## config.mk

```make
export PLATFORM = sky130hd
export DESIGN_NAME = rotary_value_reg
export DESIGN_NICKNAME = d
export VERILOG_FILES = /design/src/rtl/rotary_pkg.sv /design/src/rtl/rotary_step_calc.sv /design/src/rtl/rotary_value_reg.sv
export SDC_FILE = /design/constraint.sdc
export NUM_CORES = 1
export LEC_CHECK = 0
export CAP_MARGIN = 10
export CORE_ASPECT_RATIO = 1.25
export CORE_MARGIN = 4
export CORE_UTILIZATION = 45
export CTS_BUF_LIST = sky130_fd_sc_hd__clkbuf_16
export DETAILED_ROUTE_END_ITERATION = 10
export PLACE_DENSITY_LB_ADDON = 0.3
export SKIP_CTS_REPAIR_TIMING = 1
export SLEW_MARGIN = 5
export SYNTH_ARGS = -nofsm -noshare
export SYNTH_HDL_FRONTEND = slang
export SYNTH_SLANG_ARGS = --single-unit
export TNS_END_PERCENT = 50
```

## constraint.sdc

```tcl
create_clock -name clk -period 7.55 [get_ports clk]
set_clock_uncertainty 0.2 [all_clocks]
set_input_delay 0.755 -clock clk [delete_from_list [all_inputs] [get_ports clk]]
set_output_delay 0.755 -clock clk [all_outputs]
set_load 0.005 [all_outputs]
```

## src/rtl/rotary_pkg.sv

```systemverilog
// Shared register map, bit positions, FSM states and control-register layout
// for the rotary value register block.
package rotary_pkg;

  localparam logic [1:0] ADDR_VALUE  = 2'd0;
  localparam logic [1:0] ADDR_CTRL   = 2'd1;
  localparam logic [1:0] ADDR_STATUS = 2'd2;
  localparam logic [1:0] ADDR_EVENTS = 2'd3;

  localparam int CTRL_ENABLE  = 0;
  localparam int CTRL_WRAP    = 1;
  localparam int CTRL_IRQ_EN  = 2;
  localparam int CTRL_STEP_LO = 4;

  localparam int ST_CW    = 0;
  localparam int ST_CCW   = 1;
  localparam int ST_LIMIT = 2;

  localparam logic signed [15:0] EVENTS_MAX = 16'sh7FFF;
  localparam logic signed [15:0] EVENTS_MIN = -16'sh7FFF;

  typedef enum logic [1:0] {
    S_IDLE = 2'd0,
    S_STEP = 2'd1,
    S_LOAD = 2'd2
  } state_t;

  typedef struct packed {
    logic [3:0] step;
    logic       irq_en;
    logic       wrap;
    logic       enable;
  } ctrl_t;

  function automatic logic [31:0] ctrl_word(ctrl_t c);
    logic [31:0] w;
    w = '0;
    w[CTRL_ENABLE] = c.enable;
    w[CTRL_WRAP] = c.wrap;
    w[CTRL_IRQ_EN] = c.irq_en;
    w[CTRL_STEP_LO +: 4] = c.step;
    return w;
  endfunction

endpackage

```

## src/rtl/rotary_step_calc.sv

```systemverilog
// Combinational step: value +/- step in 9 bits, then wrap modulo 256 or clamp
// to 0/255 (flagging limit when a clamp happens). dir = 1 means counter-clockwise.
module rotary_step_calc
  import rotary_pkg::*;
(
  input  logic [7:0] value,
  input  logic [3:0] step,
  input  logic       dir,
  input  logic       wrap,
  output logic [7:0] next_value,
  output logic       limit
);

  logic [8:0] sum;

  always_comb begin
    sum = dir ? ({1'b0, value} - {5'd0, step}) : ({1'b0, value} + {5'd0, step});
    next_value = sum[7:0];
    limit = 1'b0;
    // Bit 8 is the carry on increment and the borrow on decrement.
    if (!wrap && sum[8]) begin
      limit = 1'b1;
      next_value = dir ? 8'h00 : 8'hFF;
    end
  end

endmodule

```

## src/rtl/rotary_value_reg.sv

```systemverilog
// Rotary value register: steps an 8-bit value on cw/ccw pulses and exposes it
// over Avalon-MM. Optional acceleration is built when ROTARY_ACCEL_EN is defined.
module rotary_value_reg
  import rotary_pkg::*;
#(
  parameter logic [7:0]  RESET_VALUE  = 8'd0,
  parameter logic [3:0]  DEFAULT_STEP = 4'd1,
  parameter logic [19:0] ACCEL_WINDOW = 20'd500000
) (
  input  logic        clk,
  input  logic        reset_n,
  input  logic        rotary_cw,
  input  logic        rotary_ccw,
  output logic [7:0]  value,
  input  logic [1:0]  avs_address,
  input  logic        avs_read,
  input  logic        avs_write,
  input  logic [31:0] avs_writedata,
  output logic [31:0] avs_readdata,
  output logic        irq
);

  // Handshake: no back-pressure; avs_read/avs_write are single-cycle strobes,
  // avs_readdata is valid the cycle after avs_read and holds until the next read.
  state_t             state;
  ctrl_t              ctrl;
  logic [2:0]         status;
  logic signed [15:0] events;
  logic               pend_dir;
  logic [3:0]         pend_step;

  logic       value_wr, accepted, calc_limit;
  logic [3:0] base_step, eff_step;
  logic [7:0] calc_next;
  logic [2:0] status_set, status_clr;
  logic       unused_wdata;

  assign value_wr  = avs_write && (avs_address == ADDR_VALUE);
  assign accepted  = ctrl.enable && (rotary_cw ^ rotary_ccw) && !value_wr;
  assign base_step = (ctrl.step == 4'd0) ? 4'd1 : ctrl.step;
  assign unused_wdata = ^avs_writedata[31:8];

`ifdef ROTARY_ACCEL_EN
  logic [19:0] interval;
  logic        last_dir;
  logic [5:0]  step_x4;
  logic        fast;

  assign step_x4 = {base_step, 2'b00};
  assign fast = (interval < ACCEL_WINDOW) && (rotary_ccw == last_dir);
  assign eff_step = !fast ? base_step : ((step_x4 > 6'd15) ? 4'd15 : step_x4[3:0]);

  // Starts saturated so the first event after reset is never "fast".
  always_ff @(posedge clk or negedge reset_n) begin
    if (!reset_n) begin
      interval <= ACCEL_WINDOW;
      last_dir <= 1'b0;
    end else if (accepted) begin
      interval <= 20'd0;
      last_dir <= rotary_ccw;
    end else if (interval < ACCEL_WINDOW) begin
      interval <= interval + 20'd1;
    end
  end
`else
  logic unused_accel;
  assign unused_accel = ^ACCEL_WINDOW;
  assign eff_step = base_step;
`endif

  rotary_step_calc u_step_calc (
    .value      (value),
    .step       (pend_step),
    .dir        (pend_dir),
    .wrap       (ctrl.wrap),
    .next_value (calc_next),
    .limit      (calc_limit)
  );

  always_comb begin
    status_set = '0;
    status_set[ST_CW] = ctrl.enable && rotary_cw;
    status_set[ST_CCW] = ctrl.enable && rotary_ccw;
    status_set[ST_LIMIT] = (state == S_STEP) && !value_wr && calc_limit;
    status_clr = (avs_write && (avs_address == ADDR_STATUS)) ? avs_writedata[2:0] : 3'b000;
  end

  always_ff @(posedge clk or negedge reset_n) begin
    if (!reset_n) begin
      state        <= S_IDLE;
      value        <= RESET_VALUE;
      ctrl         <= '{step: DEFAULT_STEP, irq_en: 1'b0, wrap: 1'b1, enable: 1'b1};
      status       <= '0;
      events       <= '0;
      pend_dir     <= 1'b0;
      pend_step    <= 4'd0;
      avs_readdata <= '0;
      irq          <= 1'b0;
    end else begin
      if (value_wr) state <= S_LOAD;
      else if (accepted) state <= S_STEP;
      else state <= S_IDLE;

      // A CPU load always overrides the latched event.
      if (value_wr) value <= avs_writedata[7:0];
      else if (state == S_STEP) value <= calc_next;

      if (accepted) begin
        pend_dir  <= rotary_ccw;
        pend_step <= eff_step;
      end

      status <= (status & ~status_clr) | status_set;

      if (avs_write && (avs_address == ADDR_EVENTS)) events <= '0;
      else if (accepted && rotary_cw && (events != EVENTS_MAX)) events <= events + 16'sd1;
      else if (accepted && rotary_ccw && (events != EVENTS_MIN)) events <= events - 16'sd1;

      if (avs_write && (avs_address == ADDR_CTRL)) begin
        ctrl <= '{step: avs_writedata[CTRL_STEP_LO +: 4], irq_en: avs_writedata[CTRL_IRQ_EN],
                  wrap: avs_writedata[CTRL_WRAP], enable: avs_writedata[CTRL_ENABLE]};
      end

      irq <= ctrl.irq_en && (status != 3'b000);

      if (avs_read) begin
        case (avs_address)
          ADDR_VALUE:  avs_readdata <= {24'd0, value};
          ADDR_CTRL:   avs_readdata <= ctrl_word(ctrl);
          ADDR_STATUS: avs_readdata <= {29'd0, status};
          default:     avs_readdata <= {16'd0, events};
        endcase
      end
    end
  end

endmodule

```

==> run_summary.xml <==
<?xml version="1.0" encoding="UTF-8"?>
<metrics>
  <group name="routing">
    <metric name="detail_route.wirelength" unit="um">9789</metric>
    <metric name="total_via_count_in_the_routed_design" unit="">3318</metric>
    <metric name="drc" unit="">0</metric>
    <metric name="drt_first_iter_violations" unit="">242</metric>
    <metric name="detail_route.vias_per_cell" unit="">5.614</metric>
    <metric name="drt_pass1_iterations" unit="">5</metric>
    <metric name="wl_per_cell" unit="um">16.56</metric>
    <metric name="detail_route_antenna_nets" unit="">0</metric>
  </group>
  <group name="placed_design">
    <metric name="placedInstanceArea" unit="um2">4378</metric>
    <metric name="setup_slack_placement" unit="ns">2.440</metric>
    <metric name="globalplace.congestion" unit="">0.9337</metric>
    <metric name="port_bufs" unit="">40</metric>
    <metric name="hpwlAfterDp" unit="um">7384</metric>
  </group>
  <group name="yosys">
    <metric name="cell_variety_after_synth" unit="">63</metric>
    <metric name="synthesis.instances" unit="">432</metric>
    <metric name="yosysWarnings" unit="">0</metric>
    <metric name="synth-edff-count" unit="">0</metric>
    <metric name="syn-mean-instance-area" unit="um2">9.173</metric>
    <metric name="postSynthRegisterBits" unit="">58</metric>
    <metric name="postSynth.asyncResetShare" unit="%">100.0</metric>
    <metric name="synth_sequential_area_ratio" unit="%">36.72</metric>
    <metric name="netlist_area" unit="um2">3963</metric>
    <metric name="synthFlopType" unit="">dfrtp_1</metric>
  </group>
  <group name="grt">
    <metric name="grt_max_degree" unit="">59</metric>
    <metric name="grt_antenna_before_repair" unit="">0</metric>
    <metric name="grt_pass1_wl" unit="um">16000</metric>
    <metric name="grt_remaining_overflow" unit="">0</metric>
    <metric name="grt_use_total" unit="%">19.35</metric>
    <metric name="grt_pass1_vias" unit="">3263</metric>
  </group>
  <group name="final_layout">
    <metric name="antenna_diode_count" unit="">0</metric>
    <metric name="multi_input_area" unit="um2">2291</metric>
    <metric name="nFillCells" unit="">808</metric>
    <metric name="drive_above_1_share" unit="%">8.917</metric>
    <metric name="stdcell_area" unit="um2">4633</metric>
    <metric name="area_growth" unit="%">16.92</metric>
    <metric name="area.sequential" unit="um2">1455</metric>
    <metric name="nets" unit="">534</metric>
    <metric name="finalCoreUtilization" unit="%">53.54</metric>
  </group>
  <group name="timing">
    <metric name="worst-slew-pin-transition" unit="ns">1.030</metric>
    <metric name="setup_viol" unit="">0</metric>
    <metric name="period_share" unit="%">63.44</metric>
    <metric name="rsz0062_at_grt" unit="">false</metric>
    <metric name="whs" unit="ns">0.3099</metric>
    <metric name="slew_headroom" unit="%">31.13</metric>
    <metric name="fin_tns_setup" unit="ns">0</metric>
    <metric name="timing.final.crit_period" unit="ns">4.789</metric>
    <metric name="post-route-worst-setup-slack" unit="ns">2.761</metric>
    <metric name="total_count_of_hold_check_failures_in_the_final_report" unit="">0</metric>
    <metric name="max_clock_freq" unit="MHz">208.8</metric>
    <metric name="final-max-slew-violation-count" unit="">0</metric>
  </group>
  <group name="setup_path">
    <metric name="critPathRequiredTime" unit="ns">7.59</metric>
    <metric name="endpoint_class_of_the_critical_path" unit="">flip-flop</metric>
    <metric name="critical_path_cell_by_cell" unit="">clkdlybuf4s50_1 -&gt; or3b_1 -&gt; nand3_2 -&gt; nor2_1 -&gt; inv_1 -&gt; ha_1 -&gt; a2111oi_0 -&gt; o21ai_0 -&gt; a21oi_1 -&gt; o21bai_1 -&gt; and3_1 -&gt; nor3_1</metric>
    <metric name="setup.worst_path.start_class" unit="">input pin</metric>
    <metric name="crit_family" unit="">simple AND/OR/NAND/NOR gates</metric>
    <metric name="critPathBufInv" unit="">2</metric>
    <metric name="critical-path-slowest-cell" unit="">clkdlybuf4s50_1</metric>
    <metric name="critical_path_arrival" unit="ns">4.83</metric>
    <metric name="slowest_delay" unit="ns">0.72</metric>
    <metric name="critical_path.max_fanout" unit="">17</metric>
    <metric name="critical_setup_path_class" unit="">input pin to flip-flop</metric>
  </group>
  <group name="clocking">
    <metric name="max_clock_buf_depth" unit="">2</metric>
    <metric name="clockRootBuffer" unit="">clkbuf_16</metric>
    <metric name="clock_insertion_delay_worst_skew" unit="ns">0.33</metric>
    <metric name="clock_tree_from_tritoncts" unit="">built</metric>
    <metric name="cts_buffers" unit="">9</metric>
    <metric name="cts.clk_slew.worst_paths" unit="ns">0.05</metric>
    <metric name="clock_tree.htree_level_count" unit="">3</metric>
    <metric name="numClockSinks" unit="">58</metric>
  </group>
  <group name="run">
    <metric name="cap_violations" unit="">0</metric>
  </group>
  <group name="pwr">
    <metric name="p_leak" unit="uW">0.002031</metric>
    <metric name="power.density" unit="nW/um2">438.9</metric>
    <metric name="vdd_ir_drop_max" unit="uV">185.8</metric>
  </group>
  <group name="floorplanning">
    <metric name="floorplan.core_area" unit="um2">8653</metric>
    <metric name="chipHeight" unit="um">112.9</metric>
    <metric name="die_width" unit="um">91.93</metric>
    <metric name="core.rowCount" unit="">38</metric>
    <metric name="die_area" unit="um2">10380</metric>
    <metric name="io-pin-count" unit="">81</metric>
    <metric name="floorplan.initialDensity" unit="%">45.79</metric>
  </group>
  <group name="run_status">
    <metric name="outcome" unit="">complete, no violations</metric>
  </group>
  <group name="hold_path">
    <metric name="hold_class" unit="">flip-flop to flip-flop</metric>
  </group>
</metrics>
## synth_stat cells, types with 2 or more instances
master | instances | area share (%)
a31oi_1 | 3 | 0.47
a22o_1 | 2 | 0.44
a21oi_1 | 41 | 5.2
or2_2 | 2 | 0.32
a221o_1 | 3 | 0.76
nand3_1 | 15 | 1.9
o31a_1 | 2 | 0.44
nor3b_1 | 2 | 0.38
o211ai_2 | 5 | 1.6
nor2_1 | 24 | 2.3
mux4_2 | 3 | 1.7
nand2_1 | 38 | 3.6
mux2i_1 | 7 | 1.8
fa_1 | 2 | 1.0
a211oi_1 | 5 | 0.95
o2111a_1 | 2 | 0.57
xor2_1 | 8 | 1.8
inv_1 | 20 | 1.9
o21bai_1 | 3 | 0.57
buf_1 | 2 | 0.19
nand4_1 | 7 | 1.1
nand3b_1 | 2 | 0.38
xnor2_1 | 10 | 2.2
and3_1 | 12 | 1.9
dfstp_2 | 3 | 2.0
buf_4 | 16 | 3.0
nor4_1 | 5 | 0.79
nand2b_1 | 5 | 0.79
o21ai_0 | 32 | 4.0
o211ai_1 | 5 | 0.95
o21a_1 | 2 | 0.38
clkbuf_1 | 12 | 1.1
mux2_2 | 10 | 2.8
ha_1 | 26 | 8.2
a21o_1 | 7 | 1.3
buf_2 | 2 | 0.25
nor4b_1 | 2 | 0.44
nor3_1 | 6 | 0.76
dfrtp_1 | 55 | 35
## kinds of logic after synthesis
family	count (synthesis)	synth area share, %
AO/OA/AOI/OAI	119	19.29
XOR/XNOR	18	3.978
adder cells (fa/ha/maj)	28	9.220
buffers and inverters	54	6.883
flip-flops	58	36.72
multiplexers	20	6.315
other	1	0.09464
AND/OR/NAND/NOR	134	17.49
## stage by stage
| step | total power (uW) | std cells |
|---|---|---|
| 4_1_cts | 2036 | 591 |
| 5_1_grt | 2201 | 591 |
| 2_1_floorplan | 1369 | 447 |
| 6_report | 2033 | 591 |
| 3_5_place_dp | 1672 | 575 |
| 3_3_place_gp | 1641 | 575 |
## sequential cells by signal, summed over array words and instances (netlist names)
register      flops
pend_dir          1
avs_readdata     16
ctrl              7
events           16
value             8
state             2
pend_step         4
status            3
irq               1
## cell type report
class,instances,share of cell area [%]
Tap cell,120,3.241
Clock buffer,9,4.861
Multi-Input combinational cell,335,49.45
Sequential cell,58,31.41
Clock inverter,7,0.6481
Timing Repair Buffer,41,8.696
Inverter,21,1.701
## worst paths after layout
path	from	end	slack, ns	depth (start not counted)
worst min-delay path	avs_readdata[0]$_DFFE_PN0P_	avs_readdata[0]$_DFFE_PN0P_	0.31	1
worst max register to register	events[15]$_DFFE_PN0P_	events[13]$_DFFE_PN0P_	3.57	11
worst max-delay path	avs_address[0]	events[13]$_DFFE_PN0P_	2.76	12
max in group asynchronous	reset_n	value[2]$_DFFE_PN0P_	6.30	2
worst min register to register	avs_readdata[0]$_DFFE_PN0P_	avs_readdata[0]$_DFFE_PN0P_	0.31	1
min in group asynchronous	reset_n	avs_readdata[14]$_DFFE_PN0P_	0.37	2
## cell usage in the layout (no fill, tap or decap), drive strengths merged, types with 6 or more instances in the layout
master	n
ha	26
inv	22
a21oi	41
nor3	6
conb	16
o21ai	32
mux2	10
clkinv	6
nand4	7
nor2	24
mux2i	7
nand2	38
nand3	16
clkdlybuf4s50	39
o211ai	10
dfrtp	55
and3	12
a211oi	6
a21o	7
xor2	8
clkbuf	9
xnor2	10
## per-layer routing
metal | vias to the layer above | part of all wire, % | track usage (%)
met1 | 1597 | 40 | 22.11
met5 | - | 0 | 0
met2 | 93 | 53 | 35.62
met4 | 0 | 2.0 | 6.838
li1 | 1612 | - | -
met3 | 16 | 4.4 | 3.856
## report_power, final
group	total [uW]	internal, uW	leakage, uW	switching [uW]
registers	555	417	0.000718	138
logic	1130	538	0.00118	590
clock network	350	215	0.000136	136
Power figures use the tool's default switching activity.
